## config.mk

```make
export PLATFORM = sky130hd
export DESIGN_NAME = xor_unit
export DESIGN_NICKNAME = d
export VERILOG_FILES = /design/src/rtl/xor_unit.sv
export SDC_FILE = /design/constraint.sdc
export NUM_CORES = 1
export LEC_CHECK = 0
export BUFFER_PORTS_ARGS = -buffer_cell sky130_fd_sc_hd__buf_2
export CORE_AREA = 5 5 46 77
export CTS_CLUSTER_SIZE = 24
export DETAILED_ROUTE_END_ITERATION = 16
export DIE_AREA = 0 0 51 82
export GPL_TIMING_DRIVEN = 0
export PLACE_DENSITY = 0.52
export SYNTH_ARGS = -nofsm -noshare
export SYNTH_HDL_FRONTEND = slang
export SYNTH_SLANG_ARGS = --single-unit
```

## constraint.sdc

```tcl
create_clock -name clk -period 0.95 [get_ports clk]
set_clock_uncertainty 0.1 [all_clocks]
set_input_delay 0.095 -clock clk [delete_from_list [all_inputs] [get_ports clk]]
set_output_delay 0.095 -clock clk [all_outputs]
set_load 0.01 [all_outputs]
```

## src/rtl/xor_unit.sv

```systemverilog
// -----------------------------------------------------------------------------
// xor_unit
//
// Bitwise XOR stage with compare side-results and one cycle of latency.
// When in_valid is high at a rising clk edge, the pair (in_1, in_2) is captured
// and four results appear together after that edge:
//   out        - in_1 ^ in_2
//   equal      - operands were identical (XOR word all zero)
//   diff_count - Hamming distance, i.e. popcount of the XOR word
//   parity     - reduction XOR of the XOR word (== diff_count[0])
// out_valid pulses high for each accepted pair. When in_valid is low the
// result registers hold and out_valid drops. No backpressure, no stall.
//
// Ports:
//   clk        in   system clock, rising edge
//   rst_n      in   asynchronous active-low reset
//   in_valid   in   qualifies in_1/in_2 this cycle
//   in_1, in_2 in   WIDTH-bit operands
//   out_valid  out  one-cycle-delayed in_valid
//   out        out  registered XOR word
//   equal      out  registered equality flag (1 in reset)
//   diff_count out  registered popcount, CNT_W bits
//   parity     out  registered parity of the XOR word
// -----------------------------------------------------------------------------
module xor_unit #(
  parameter int WIDTH = 8,
  // Derived from WIDTH; wide enough to hold the value WIDTH itself.
  parameter int CNT_W = $clog2(WIDTH + 1)
) (
  input  logic             clk,
  input  logic             rst_n,
  input  logic             in_valid,
  input  logic [WIDTH-1:0] in_1,
  input  logic [WIDTH-1:0] in_2,
  output logic             out_valid,
  output logic [WIDTH-1:0] out,
  output logic             equal,
  output logic [CNT_W-1:0] diff_count,
  output logic             parity
);

  logic [WIDTH-1:0] xor_w;
  logic [CNT_W-1:0] pop_w;

  logic             out_valid_d, out_valid_q;
  logic [WIDTH-1:0] out_d,       out_q;
  logic             equal_d,     equal_q;
  logic [CNT_W-1:0] diff_count_d, diff_count_q;
  logic             parity_d,    parity_q;

  // XOR word and its popcount, formed from the operands ahead of the register
  // so all four results are loaded from the same pair on the same edge.
  always_comb begin
    xor_w = in_1 ^ in_2;
    pop_w = '0;
    for (int i = 0; i < WIDTH; i++) begin
      pop_w = pop_w + CNT_W'(xor_w[i]);
    end
  end

  always_comb begin
    // NOTE: every output of this block gets a default first (here: hold the
    // current value), so no path leaves a signal unassigned and no latch forms.
    out_valid_d  = in_valid;
    out_d        = out_q;
    equal_d      = equal_q;
    diff_count_d = diff_count_q;
    parity_d     = parity_q;
    // Operands are only looked at when qualified, so X on an idle bus never
    // reaches the result registers.
    if (in_valid) begin
      out_d        = xor_w;
      diff_count_d = pop_w;
      equal_d      = (pop_w == '0);
      parity_d     = pop_w[0];
    end
  end

  // NOTE: state registers use non-blocking assignments so every flop samples
  // its _d value from before the edge, independent of statement order.
  always_ff @(posedge clk or negedge rst_n) begin
    if (!rst_n) begin
      out_valid_q  <= 1'b0;
      out_q        <= '0;
      equal_q      <= 1'b1;  // consistent with out_q == 0
      diff_count_q <= '0;
      parity_q     <= 1'b0;
    end else begin
      out_valid_q  <= out_valid_d;
      out_q        <= out_d;
      equal_q      <= equal_d;
      diff_count_q <= diff_count_d;
      parity_q     <= parity_d;
    end
  end

  assign out_valid  = out_valid_q;
  assign out        = out_q;
  assign equal      = equal_q;
  assign diff_count = diff_count_q;
  assign parity     = parity_q;

endmodule

```

Word level (Yosys, flattened, before mapping)
Cells that the tools add are included.

operators by class
  add/subtract/negate cells = 7
  multiply operators = 0
  divide/modulo/power cells = 0
  $lt $le $gt $ge = 0
  equal/unequal tests = 0
  shifts and indexed selects = 0
  muxes and demuxes = 0
  bitwise operators = 1
  reduce and logical (&&, ||, !) cells = 1

operators by type and width
  cell              count
  $add A4 B1 Y4     4
  $xor A8 B8 Y8     1
  $add A3 B1 Y4     1
  $logic_not A4 Y1  1
  $add A2 B1 Y3     1
  $add A1 B1 Y2     1

word-level totals
  register bits = 15
  bits in latches = 0
  bits in writable memories = 0
  bits in read-only memories = 0
  bits of input ports = 19
  output and inout port bits = 15
  word-level logic and storage cells = 14
  memories kept = 0

Logic depth before layout (Yosys ltp)
  depth in word-level cells = 9
  gate-level depth with buffers = 12
  gate-level depth less buffers = 12

Least setup slack after synthesis
Ideal clock, no wire load.

  path kind = input to register
  start = input port in_2[0]
  end = register diff_count_q[2], in the netlist diff_count[2]
  library setup time = 125 ps
  data arrival time = 2740 ps
  data required time = 725 ps
  path slack = -2015 ps
  stages = 11
  path buffers = 0
  cells stage by stage = xor2_1 > fa_1 > inv_1 > fa_1 > fa_1 > inv_1 > ha_1 > inv_1 > fa_1 > xnor2_1 > mux2_4

between the ends
  longest elaborated chain between the ends = 8

RTL lines
  item                        line  text
  start, declared             34    input logic [WIDTH-1:0] in_2,
  $xor A8 B8 Y8               54    xor_w = in_1 ^ in_2;
  $add A1 B1 Y2               57    pop_w = pop_w + CNT_W'(xor_w[i]);
  $add A2 B1 Y3               57
  $add A3 B1 Y4               57
  $add A4 B1 Y4 (4 in a row)  57
  end signal, assigned        92    diff_count_q <= diff_count_d;
  end, declared               48    logic [CNT_W-1:0] diff_count_d, diff_count_q;

Every way passes these cells.
A chain may end at the register's enable or synchronous reset.

Worst setup path in the final report
  start = input port in_2[0]
  end = register diff_count_q[2], in the netlist diff_count[2]

between the ends
  longest elaborated chain between the ends = 8

RTL lines
  item                        line  text
  $xor A8 B8 Y8               54
  named net xor_w[0]          42    logic [WIDTH-1:0] xor_w;
  $add A1 B1 Y2               57
  $add A2 B1 Y3               57
  $add A3 B1 Y4               57
  $add A4 B1 Y4 (4 in a row)  57

The timed path passes the listed nets, and every way through them passes these cells.

==> results by group <==
Place
  • GP Congestion: 0.700
  • Final HPWL DP: 1.31 mm
  • Area of placed instances: 976 um^2
  • Pre-CTS setup slack: -2250 ps
  • Number of port buffers: 33
  • Placed Cells: 125

CTS
  • Max Root-Sink Buffers: 2
  • Clock Root Buffer: clkbuf_8
  • Clock Latency Late Sink: 240 ps
  • Cts bufs inserted: 3
  • Clock sinks: 14
  • H-tree depth: 1
  • CTS tree: done
  • Worst-path clk slew: 60 ps

Synthesis
  • Synth Cell Area: 776 um^2
  • Seq cells post-synth: 14
  • Largest cells by area after synthesis: dfrtp_1 42%, fa_1 10%, mux2_2 7.3%, xnor2_1 5.6%, ha_1 4.8%
  • Yosys warns: 0
  • Yosys top cell area share: 0.419
  • Area leader, netlist: dfrtp_1
  • Async SR Flop Fraction: 1.00
  • Mapped Nets: 90
  • Ys flop type: dfrtp_1
  • Mean area per synthesized cell: 12.1 um^2
  • Gate Count Post-Synth: 64
  • Synth cell types: 20
  • Post-synthesis sequential area ratio: 0.453
  • Post-synth EDFFs: 0

Global route
  • Initial antenna violation count: 0
  • Vias in the first global route: 615
  • Total global routing overflow: 0
  • All-Layer GR Usage: 0.0923
  • Largest net degree at the start of global routing: 15
  • Wire length of the first global-routing pass: 2.76 mm

Setup path
  • Critical path arrival: 2900 ps
  • Critical setup path kind: input port to flip-flop
  • R2r endpoint: diff_count[0]
  • Critical path launch point type: input port
  • R2R Path Start: diff_count[0]
  • Worst EP required: 980 ps
  • R2R cell count: 2
  • Crit end category: flip-flop
  • Reg-to-reg setup timing slack: -50 ps
  • CP max FO: 3

Cells and area
  • Diode count: 0
  • Synthesis-to-layout area growth: 50.0%
  • Final instance area: 0.00116 mm^2
  • Share of layout cells above drive strength 1: 0.536
  • Cell Count, Final, Fillers Out: 138
  • Final nets: 137

Worst hold path
  • Worst min-delay path startpoint: in_1[6]
  • Worst Hold End: out[6]
  • Worst Hold Class: input port to flip-flop
  • Worst hold stages: 3

STA
  • Final Hold Viols: 0
  • Slew at the pin with the worst max-slew slack: 327 ps
  • Final Cycle Share: 3.03
  • RSZ-0062 raised after global routing: yes
  • Slew HR: 0.782
  • Max-slew violation count: 0
  • Minimum clock period after layout: 2880 ps
  • Setup violations, final: 14
  • Final setup margin: -1930 ps
  • Fmax: 348 MHz

Floorplanning
  • Die area: 0.00418 mm^2
  • Die height: 82 um
  • # IOs: 34
  • Core Region: 0.00290 mm^2
  • Row cnt: 26
  • Die width: 51 um
  • Starting Density: 0.268

Power and ir drop
  • Cell Pwr Density: 2410 mW/mm^2
  • Pwr Total: 2.80 mW
  • Leak: 0.575 nW
  • Maximum vdd drop: 1.08 mV

Route
  • First-pass DRT Iterations: 2
  • Vias per cell: 4.25
  • Vias: 587
  • DRT Wirelength: 1.70 mm
  • ANT nets after route: 0
  • WL per Instance: 12.3 um
  • DR iter-0 viols: 3
  • Top sig layer: met4
  • Routed met2 length: 998 um
  • DRC Markers: 0
  • WL met1: 568 um
  • DR WL met3: 103 um

Run status
  • Failing checks: negative setup slack
  • Result of the run: complete, but fails checks

Flow run
  • Max_cap viols: 0
## cell usage after synthesis (all sizes together) (2+ instances only)
| library cell | n |
|---|---|
| nor2 | 4 |
| buf | 3 |
| dfrtp | 13 |
| xnor2 | 5 |
| a21oi | 5 |
| ha | 3 |
| mux2 | 6 |
| mux2i | 2 |
| inv | 8 |
| fa | 4 |
| xor2 | 4 |
## cells in the final DEF (no fill, tap or decap), types with 2 or more instances in the layout
cell type / count
nor2_1: 4
xnor2_1: 5
ha_1: 2
mux2_2: 4
dlygate4sd3_1: 2
inv_1: 6
xor2_1: 2
clkbuf_8: 4
buf_6: 7
fa_1: 4
buf_4: 7
inv_2: 2
xor2_2: 2
buf_2: 29
mux2_4: 2
dfrtp_1: 13
mux2i_1: 2
a21oi_1: 5
## per-stage QoR
step	util	setup TNS (ps)	hold slack (ps)
4_1_cts	0.394	-8960	125
3_5_place_dp	0.337	-10090	-80.3
6_report	0.402	-8930	124
3_3_place_gp	0.337	-10040	-89.4
2_1_floorplan	-	-8880	-301
5_1_grt	0.402	-9900	143
## repair_timing
item	4_1_cts	5_1_grt
endpoints found under the setup margin	19	20
pin swaps	0	0
resized for setup	12	0
buffers inserted	4	3
hold endpoints to repair	15	0
hold buffers	2	0
## logic make-up after synthesis
logic type / after synthesis / share of synthesized area
AOI/OAI and AO/OA: 7 / 0.0484
xor gates and xnor gates: 9 / 0.102
adders and majority gates: 7 / 0.152
buffers and inverters: 11 / 0.0774
DFF: 14 / 0.453
muxes: 8 / 0.118
and+or+nand+nor: 8 / 0.0500
## metal layers
layer,global-route usage,up-vias
met5,0,-
met4,0.0566,0
met3,0.0200,4
met2,0.165,18
met1,0.0960,269
li1,-,296
## state kept, by name, summed over array words and instances (netlist names)
signal      count
out             8
diff_count      4
equal           1
out_valid       1
## where the power goes
group / internal [mW] / switching (mW) / total (mW) / leakage [nW]
sequential: 0.744 / 0.0717 / 0.816 / 0.162
combinational: 0.823 / 0.581 / 1.40 / 0.384
clock: 0.367 / 0.212 / 0.579 / 0.0288
## worst max-delay path, stage by stage
cell	delay [ps]
buf_6	90
xor2_2	180
fa_1	540
inv_1	50
fa_1	490
fa_1	420
inv_2	80
ha_4	130
inv_2	30
fa_1	400
xnor2_1	150
mux2_4	250
## cell type report
| cell class | instances | area (um^2) |
|---|---|---|
| fillers | 299 | 1730 |
| multi-input cells | 39 | 395 |
| flip-flops and latches | 14 | 352 |
| repair buffers | 42 | 263 |
| clock buffers | 4 | 55.1 |
| well taps | 28 | 35.0 |
| plain buffers | 3 | 33.8 |
| inverters | 8 | 30.0 |
## worst max-delay path by stage
| stage | startpoint | to | cells past startpoint |
|---|---|---|---|
| 2_1_floorplan | in_2[0] | diff_count[2] | 11 |
| 3_3_place_gp | in_2[1] | diff_count[2] | 12 |
| 3_5_place_dp | in_2[1] | equal | 13 |
| 4_1_cts | in_2[0] | diff_count[2] | 12 |
| 5_1_grt | in_2[0] | equal | 13 |
| 6_report | in_2[0] | diff_count[2] | 12 |
(Power assumes the default switching activity.)
